==> config.mk <==
export PLATFORM = sky130hd
export DESIGN_NAME = alu_whole
export DESIGN_NICKNAME = d
export VERILOG_FILES = /design/src/rtl/alu_whole.sv
export SDC_FILE = /design/constraint.sdc
export NUM_CORES = 1
export LEC_CHECK = 0
export CORE_ASPECT_RATIO = 0.8
export CORE_MARGIN = 2
export CORE_UTILIZATION = 45
export CTS_BUF_LIST = sky130_fd_sc_hd__clkbuf_8 sky130_fd_sc_hd__clkbuf_16
export CTS_CLUSTER_DIAMETER = 40
export DETAILED_ROUTE_END_ITERATION = 6
export PLACE_DENSITY = 0.7
export SLEW_MARGIN = 20
export SYNTH_ARGS = -nofsm -noshare
export SYNTH_HDL_FRONTEND = slang
export SYNTH_SLANG_ARGS = --single-unit
==> constraint.sdc <==
create_clock -name clk -period 0.8 [get_ports clk]
set_clock_uncertainty 0.15 [all_clocks]
set_input_delay 0.16 -clock clk [delete_from_list [all_inputs] [get_ports clk]]
set_output_delay 0.16 -clock clk [all_outputs]
set_load 0.05 [all_outputs]
==> src/rtl/alu_whole.sv <==
// MIPS-style execute-stage ALU: decodes ALUop/funct, computes one operation per
// cycle through a shared adder, and registers the result and flags.
module alu_whole #(
    parameter int WIDTH = 32
) (
    input  logic             clk,
    input  logic             rst_n,
    input  logic [1:0]       ALUop,
    input  logic [5:0]       Fuc,
    input  logic [WIDTH-1:0] Adat,
    input  logic [WIDTH-1:0] Bdat,
    output logic [WIDTH-1:0] Result,
    output logic             zero,
    output logic             carryout,
    output logic             overflow
);

    localparam logic [3:0] OP_ADD  = 4'd0;
    localparam logic [3:0] OP_ADDU = 4'd1;
    localparam logic [3:0] OP_SUB  = 4'd2;
    localparam logic [3:0] OP_SUBU = 4'd3;
    localparam logic [3:0] OP_AND  = 4'd4;
    localparam logic [3:0] OP_OR   = 4'd5;
    localparam logic [3:0] OP_XOR  = 4'd6;
    localparam logic [3:0] OP_NOR  = 4'd7;
    localparam logic [3:0] OP_SLT  = 4'd8;
    localparam logic [3:0] OP_SLTU = 4'd9;
    localparam logic [3:0] OP_NONE = 4'd10;

    logic [3:0]       op_sel;
    logic             sub_sel;
    logic [WIDTH-1:0] b_eff;
    logic [WIDTH:0]   sum_ext;
    logic             ovf_raw;
    logic             less_s;
    logic             less_u;

    logic [WIDTH-1:0] result_d, result_q;
    logic             zero_d, zero_q;
    logic             carry_d, carry_q;
    logic             ovf_d, ovf_q;

    always_comb begin
        op_sel = OP_NONE;
        case (ALUop)
            2'b00: op_sel = OP_ADD;
            2'b01: op_sel = OP_SUB;
            2'b11: op_sel = OP_OR;
            default: begin
                case (Fuc)
                    6'b100000: op_sel = OP_ADD;
                    6'b100001: op_sel = OP_ADDU;
                    6'b100010: op_sel = OP_SUB;
                    6'b100011: op_sel = OP_SUBU;
                    6'b100100: op_sel = OP_AND;
                    6'b100101: op_sel = OP_OR;
                    6'b100110: op_sel = OP_XOR;
                    6'b100111: op_sel = OP_NOR;
                    6'b101010: op_sel = OP_SLT;
                    6'b101011: op_sel = OP_SLTU;
                    default:   op_sel = OP_NONE;
                endcase
            end
        endcase
    end

    // One adder serves add, subtract and both compares: A + ~B + 1 for subtraction.
    always_comb begin
        sub_sel = (op_sel == OP_SUB) || (op_sel == OP_SUBU) ||
                  (op_sel == OP_SLT) || (op_sel == OP_SLTU);
        b_eff   = sub_sel ? ~Bdat : Bdat;
        sum_ext = {1'b0, Adat} + {1'b0, b_eff} + {{WIDTH{1'b0}}, sub_sel};
        ovf_raw = (Adat[WIDTH-1] == b_eff[WIDTH-1]) &&
                  (sum_ext[WIDTH-1] != Adat[WIDTH-1]);
        // Sign of the difference corrected by overflow gives the true signed order.
        less_s  = sum_ext[WIDTH-1] ^ ovf_raw;
        less_u  = ~sum_ext[WIDTH];
    end

    always_comb begin
        result_d = '0;
        carry_d  = 1'b0;
        ovf_d    = 1'b0;
        case (op_sel)
            OP_ADD, OP_SUB: begin
                result_d = sum_ext[WIDTH-1:0];
                carry_d  = sum_ext[WIDTH];
                ovf_d    = ovf_raw;
            end
            OP_ADDU, OP_SUBU: begin
                result_d = sum_ext[WIDTH-1:0];
                carry_d  = sum_ext[WIDTH];
            end
            OP_AND:  result_d = Adat & Bdat;
            OP_OR:   result_d = Adat | Bdat;
            OP_XOR:  result_d = Adat ^ Bdat;
            OP_NOR:  result_d = ~(Adat | Bdat);
            OP_SLT:  result_d = {{(WIDTH-1){1'b0}}, less_s};
            OP_SLTU: result_d = {{(WIDTH-1){1'b0}}, less_u};
            default: result_d = '0;
        endcase
        zero_d = (result_d == '0);
    end

    always_ff @(posedge clk or negedge rst_n) begin
        if (!rst_n) begin
            result_q <= '0;
            zero_q   <= 1'b1;
            carry_q  <= 1'b0;
            ovf_q    <= 1'b0;
        end else begin
            result_q <= result_d;
            zero_q   <= zero_d;
            carry_q  <= carry_d;
            ovf_q    <= ovf_d;
        end
    end

    assign Result   = result_q;
    assign zero     = zero_q;
    assign carryout = carry_q;
    assign overflow = ovf_q;

endmodule

==> results of run 1 <==
## path summary, 6_finish.rpt
| kind | cells past startpoint | start | slack (ns) | to |
|---|---|---|---|---|
| setup / recovery | 17 | Adat[0] | -3.70 | zero |
| hold / removal | 2 | rst_n | -0.35 | Result[4] |
| max in group asynchronous | 2 | rst_n | 0.52 | zero |
| min in group clk | 4 | ALUop[1] | 0.28 | overflow |
## synthesized netlist by cell type, types with 4 or more instances
cell type,instances
a2111oi_0,4
a211o_1,5
a211oi_1,10
a21o_1,9
a21oi_1,48
a221oi_1,14
a22o_1,7
a22oi_1,6
a31oi_1,4
and2_1,4
and3_1,4
buf_2,5
clkbuf_1,32
dfrtp_1,34
ha_1,99
inv_1,77
mux2_2,6
mux2i_1,22
nand2_1,64
nand2b_1,5
nand3_1,17
nand4_1,12
nor2_1,59
nor3_1,12
nor3b_1,6
nor4_1,4
nor4b_1,6
o2111ai_1,4
o211ai_1,9
o21a_1,7
o21ai_0,43
o21bai_1,5
o221ai_1,6
o31a_1,4
o31ai_1,5
or2_2,5
or3_1,7
or4_1,8
xnor2_1,36
xor2_1,4
## registers in the layout (all words and copies together), names as in the netlist
signal / cells
zero: 1
carryout: 1
Result: 32
overflow: 1
## layer usage
metal	routed length [µm]	up-vias	global-route usage
li1	-	3639	-
met1	13200	4326	0.531
met2	15800	1056	0.696
met3	6560	521	0.155
met4	4680	12	0.313
met5	145	-	0
## what timing repair did
item,CTS,global route
setup buffers,34,29
pin swaps,62,62
setup endpoints to repair,70,70
gates resized for setup,171,112
gates cloned,1,0
hold endpoints to repair,35,35
## stage by stage
step,cell area [µm²],hold slack [ns],power [mW]
floorplan,6160,-0.286,6.94
global placement,9770,-0.00706,12.1
detailed placement,9770,-0.00448,12.3
CTS,10900,-0.314,16.1
global route,11700,-0.319,18.9
finish,11700,-0.353,18.7
## layout by cell type, fill, tap and decap left out, types with 10 or more instances in the layout
cell type	n
a21oi_1	25
a21oi_2	13
a21oi_4	10
a221oi_1	13
buf_12	38
buf_4	297
buf_6	38
clkdlybuf4s50_1	64
dfrtp_2	34
ha_1	84
ha_4	14
inv_1	75
mux2i_1	22
nand2_1	55
nand3_1	15
nand4_1	12
nor2_1	50
o21ai_0	21
o21ai_4	10
xnor2_1	18
## power by group through the flow
| stage | Sequential (mW) | Clock, mW | Combinational (mW) |
|---|---|---|---|
| global route | 2.54 | 2.65 | 13.8 |
| detailed placement | 2.51 | 0 | 9.81 |
| CTS | 2.48 | 2.48 | 11.1 |
| floorplan | 3.55 | 0 | 3.40 |
| finish | 2.52 | 2.64 | 13.5 |
| global placement | 2.49 | 0 | 9.59 |
## layout make-up
type	instances	share of cell area
Tap cell	175	0.0188
Inverter	77	0.0248
Multi-Input combinational cell	617	0.510
Clock buffer	6	0.0119
Antenna cell	4	0.000857
Timing Repair Buffer	444	0.352
Sequential cell	35	0.0788
Clock inverter	2	0.00300
## cells by family after synthesis
| group | count (synthesis) | synth area share |
|---|---|---|
| adders and majority gates | 100 | 0.212 |
| buffers and inverters | 117 | 0.0777 |
| and+or+nand+nor | 230 | 0.199 |
| xor gates and xnor gates | 40 | 0.0591 |
| muxes | 28 | 0.0486 |
| DFF | 35 | 0.148 |
| AOI/OAI and AO/OA | 219 | 0.255 |
==> reports/metrics.yaml, run 1 <==
global_routing:
  grt_pass1_wl_um: 49300
  grt_overflow: 0
  grtUsageTotal: 0.451
  antenna_found_initial: 10
  grt_pass1_vias: 9000
  grt_max_degree: 36
final_layout:
  synthToLayoutAreaGrowth_pct: 97.0
  drive_above_1_share: 0.508
  num-nets-final: 1354
  final_cells: 1360
  multi_input_area_mm2: 0.00595
  fill_cells: 497
  finalCoreUtilization: 0.907
  regArea_um2: 920
clocking:
  cts_tree: "done"
  cts_buffers: 5
  clockBufferDepth: 2
  cts.sinks: 35
  root_buffer: "clkbuf_16"
  clk_pin_slew_ns: 0.08
  htreeDepth: 2
pwr:
  p_sw_frac: 0.460
  clock_power_share: 0.141
  power_leakage_nw: 5.37
  power.density_mw_per_mm2: 1600
  p_seq_frac: 0.135
  p_switching_mw: 8.59
  irDropWorstVdd_mv: 1.32
  comb_power_share: 0.724
  intPower_mw: 10.1
sta:
  worst_slack_ns: -3.70
  rsz0062_at_grt: "true"
  final.period_utilization: 5.63
  relSlewSlack: 0.129
  hold_viol: 35
  post-route-min-period_ns: 4.50
  worst_slew_pin_slew_ns: 1.29
  finalSetupTns_ns: -99.51
  max_freq_mhz: 222
  whs_ns: -0.353
  setup_viol: 70
  slew_viol_final: 0
placed_design:
  place_inst: 1299
  portBuffers: 108
  post-dp-hpwl_um: 20700
  place.gp.congestion: 1.01
  pre_cts_ws_ns: -3.77
floorplanning:
  core_mm2: 0.0129
  start_util: 0.461
  dieArea_mm2: 0.0141
  rows: 37
  die_x_um: 132
  fp.dieH_um: 107
  ioPinCount: 109
run:
  cap_violations: 0
route:
  first_pass_iters: 7
  via_count: 9554
  drt-wirelength-per-cell_um: 29.7
  route.detailed.drc: 151
  viasPerCell: 7.03
  detail-route-antenna-nets: 0
  drt_iter0_drc: 1902
  routed_wl_um: 40400
synthesis:
  async_flop_share: 1.00
  syn-num-nets: 943
  synth_cell_types: 73
  yosys.area.top_type: "ha_1"
  synth_area_leaders: "ha_1, dfrtp_1, xnor2_1"
  synth-main-ff-cell: "dfrtp_1"
  ys_warn_count: 0
  synth_edf_count: 0
  avgSynthCellArea_um2: 7.71
  syn-cell-area_mm2: 0.00593
  ys_ff_latch: 35
  synth_top_cell_area_share: 0.209
  synth_seq_area_share: 0.148
  synthCells: 769
worst_setup_path:
  path_class: "primary input to register"
  crit_path_end_kind: "register"
  worst-path-max-fanout: 4
  cp-start-kind: "primary input"
  crit_family: "simple AND/OR/NAND/NOR gates"
  slowest_delay_ns: 0.73
  cpMaxStageDelayCell: "clkdlybuf4s50_1"
  cp.required_ns: 0.90
  worstPathArrival_ns: 4.60
  worstPathBufferInverterCount: 4
  cpMostUsedCell: "buf_4"
  crit_chain: "clkdlybuf4s50_1 > inv_1 > o21ai_2 > nor2_2 > fa_2 > nand2b_4 > a211oi_2 > buf_4 > buf_4 > o21ai_1 > xor2_1 > o2111ai_2 > nor4b_2 > nand4b_1 > nor4_4 > nand2_2 > nor2_4"
run_status:
  violations: "DRC, hold timing, setup timing"
  status: "finished with violations"
min_path:
  hold_class: "primary input to asynchronous set/reset pin"
No activity file was read; power rests on OpenSTA's default activity.
==> run 2: changes to the inputs <==
- CTS_CLUSTER_DIAMETER: 40 -> unset
==> results of run 2 <==
No change in the layout: final DEF, timing and power equal those of run 1.
==> run 3: changes to the inputs <==
- PLACE_DENSITY: 0.7 -> unset
- PLACE_DENSITY_LB_ADDON: unset -> 0.25
- SETUP_SLACK_MARGIN: unset -> 0.1
==> run 3 against run 2 <==
  * The run now fails in global routing
  * Synthesized cell count unchanged
  * Area after synthesis unchanged
==> reports/metrics.yaml, run 3 <==
run_status:
  error_line: "[ERROR GRT-0232] Routing congestion too high. Check the congestion heatmap in the GUI."
  flow.stopped_at: "global routing"
  status: "stopped before the end"
floorplanning:
  start_util: 0.461  # unchanged
  fp.dieH_um: 107  # unchanged
  rows: 37  # unchanged
  die_x_um: 132  # unchanged
  ioPinCount: 109  # unchanged
synthesis:
  ys_warn_count: 0  # unchanged
  synthCells: 769  # unchanged
  synth_seq_area_share: 0.148  # unchanged
  async_flop_share: 1.00  # unchanged
  syn-cell-area_mm2: 0.00593  # unchanged
  synthTopCellsByCount: "ha_1, inv_1, nand2_1"
  synth.most_common_cell: "ha_1"
  synth-main-ff-cell: "dfrtp_1"
  ys_ff_latch: 35  # unchanged
  synth_top_cell_area_share: 0.209  # unchanged
  synth_area_leaders: "ha_1, dfrtp_1, xnor2_1"
  syn-num-nets: 943  # unchanged
  yosys.area.top_type: "ha_1"
  synth_edf_count: 0  # unchanged
  avgSynthCellArea_um2: 7.71  # unchanged
  synth_cell_types: 73  # unchanged
placed_design:
  portBuffers: 108  # unchanged
  place.gp.congestion: 1.04  # +2.8%
  placed_area_mm2: 0.00982  # +0.44%
  post-dp-hpwl_um: 21700  # +4.8%
clocking:
  cts_buffers: 5  # unchanged
  clockBufferDepth: 2  # unchanged
  htreeDepth: 2  # unchanged
  root_buffer: "clkbuf_16"
  cts.sinks: 35  # unchanged
global_routing:
  grtUsageTotal: 0.774
  grt_overflow: 5
  grt_max_degree: 36
run 3: metrics by stage:
step,util,worst slack (ns),hold WS [ns],std cells
2_1_floorplan,-,-2.88,-0.286,769
3_3_place_gp,0.763,-4.00,-0.00773,1303
3_5_place_dp,0.763,-4.11,-0.00158,1303
4_1_cts,0.906,-3.08,-0.319,1368
run 3: cells by family after synthesis:
logic type,count (synthesis),synth area share
flip-flops,35,0.148
buffers and inverters,117,0.0777
multiplexers,28,0.0486
AND/OR/NAND/NOR,230,0.199
AO/OA/AOI/OAI,219,0.255
XOR/XNOR,40,0.0591
adder cells (fa/ha/maj),100,0.212
run 3: metal layers:
layer	GRT overflow	track usage
met1	0	0.772
met2	1	0.927
met3	0	0.669
met4	4	0.724
met5	0	0.352
run 3: repair_timing:
item                       CTS
cloned                       2
gates resized for setup    264
pin swaps                   77
buffers inserted            60
setup endpoints to repair   70
hold endpoints to repair    35
==> run 4: changes to the inputs <==
- CORE_ASPECT_RATIO: 0.8 -> unset
- CORE_UTILIZATION: 45 -> 30
- CTS_BUF_LIST: sky130_fd_sc_hd__clkbuf_8 sky130_fd_sc_hd__clkbuf_16 -> unset
- PLACE_DENSITY_LB_ADDON: 0.25 -> 0.15
- SETUP_SLACK_MARGIN: 0.1 -> unset
==> run 4 against run 3 <==
  * The flow now finishes, with violations (hold timing, setup timing)
==> reports/metrics.yaml, run 4 (synthesized netlist as in run 1, its figures left out) <==
final_layout:
  final_common_cell: "buf_4"
  n_antenna_cell: 0
  final_cells: 1455
  fill_cells: 1681
  num-nets-final: 1363
  drive_above_1_share: 0.513
  synthToLayoutAreaGrowth_pct: 100
  largest_reg_flops: 32
  mostFrequentLayoutCells: "buf_4, ha_1, inv_1"
global_routing:
  grt_pass1_vias: 7294
  grtUsageTotal: 0.247
  antenna_found_initial: 0
  grt_overflow: 0
  grt_pass1_wl_um: 39500
  grt_max_degree: 36
route:
  detail-route-antenna-nets: 0
  route.detailed.drc: 0
  drt-wirelength-per-cell_um: 18.5
  via_count: 7583
  routed_wl_um: 27000
  drt_iter0_drc: 496
  viasPerCell: 5.21
  first_pass_iters: 5
pwr:
  irDropWorstVdd_mv: 0.729
  power.density_mw_per_mm2: 1430
  power_leakage_nw: 5.41
worst_setup_path:
  cp-start-kind: "primary input"
  path_class: "primary input to register"
  worstPathArrival_ns: 3.95
  cp.required_ns: 0.87
  crit_path_end_kind: "register"
  worst-path-max-fanout: 6
sta:
  setup_viol: 70
  whs_ns: -0.310
  max_freq_mhz: 258
  relSlewSlack: 0.483
  worst_slew_pin_slew_ns: 0.765
  hold_viol: 35
  slew_viol_final: 0
  rsz0062_at_grt: "true"
  worst_slack_ns: -3.08
  final.period_utilization: 4.85
  post-route-min-period_ns: 3.88
floorplanning:
  dieArea_mm2: 0.0209
  ioPinCount: 109  # unchanged
  core_mm2: 0.0194
  rows: 51  # +38%
  die_x_um: 145  # +9.3%
  fp.dieH_um: 145  # +36%
  start_util: 0.306  # -0.155
clocking:
  root_buffer: "clkbuf_16"
  cts.sinks: 35  # unchanged
  htreeDepth: 2  # unchanged
  clk_pin_slew_ns: 0.06
  cts_buffers: 5  # unchanged
  clockBufferDepth: 2  # unchanged
  cts_tree: "done"
placed_design:
  place.gp.congestion: 0.981  # -5.4%
  post-dp-hpwl_um: 20000  # -7.9%
  portBuffers: 108  # unchanged
  pre_cts_ws_ns: -4.02  # +0.0941 ns
  place_inst: 1376  # +5.6%
run:
  cap_violations: 0
run_status:
  violations: "hold timing, setup timing"
  status: "finished with violations"
min_path:
  hold_class: "primary input to asynchronous set/reset pin"
run 4: final timing paths:
| path | end | slack [ns] | from | depth (start not counted) |
|---|---|---|---|---|
| max | zero | -3.08 | Fuc[2] | 19 |
| min | Result[21] | -0.31 | rst_n | 2 |
| max in group asynchronous | zero | 0.55 | rst_n | 2 |
| min in group clk | overflow | 0.39 | ALUop[0] | 6 |
run 4: final cells by class:
type | instances | area [µm²] | share of cell area
clock buffers | 8 | 136 | 0.0115
inverters | 77 | 289 | 0.0243
multi-input cells | 617 | 5920 | 0.498
flip-flops and latches | 35 | 920 | 0.0774
well taps | 265 | 332 | 0.0279
repair buffers | 453 | 4280 | 0.361
run 4: what timing repair did:
action                                  in CTS  in global routing
gates cloned                                 1                  0
endpoints found under the setup margin      70                 70
buffers inserted                            43                 35
hold endpoints to repair                    35                 35
pin swaps                                   57                 75
resized for setup                          209                102
run 4: layer usage:
metal | global-route usage | part of all wire | wire [µm] | up-vias
met3 | 0.0288 | 0.062 | 1690 | 43
met4 | 0.0531 | 0.022 | 598 | 0
met5 | 0 | 0 | 0 | -
li1 | - | - | - | 3665
met1 | 0.338 | 0.44 | 11800 | 3604
met2 | 0.418 | 0.48 | 12900 | 271
run 4: critical path: stages:
cell	delay, ns
buf_6	0.09
nand2b_4	0.14
nor3_4	0.24
a21oi_4	0.10
buf_12	0.17
buf_12	0.14
xnor2_4	0.12
ha_4	0.31
buf_4	0.12
nand4_1	0.20
nand2_1	0.16
o32ai_1	0.08
a211oi_1	0.23
o31ai_1	0.14
or4_4	0.52
or4_4	0.52
nor4_4	0.30
nand2_1	0.11
nor2_1	0.11
run 4: per-stage QoR:
stage          utilization  cell area, µm²  TNS, ns  hold WS, ns  power, mW
2_1_floorplan            -            6160   -67.31       -0.286       6.94
6_report             0.612           11900   -85.81       -0.310       17.0
3_3_place_gp         0.505            9790  -100.11    0.0000499       12.2
4_1_cts              0.574           11100   -83.11       -0.308       15.8
3_5_place_dp         0.505            9790   -99.87    -0.000154       12.2
5_1_grt              0.612           11900   -88.95       -0.292       17.9
run 4: report_power, final:
group          internal (mW)  switching (mW)
combinational           6.51            6.00
clock                   1.16           0.860
sequential              2.18           0.288
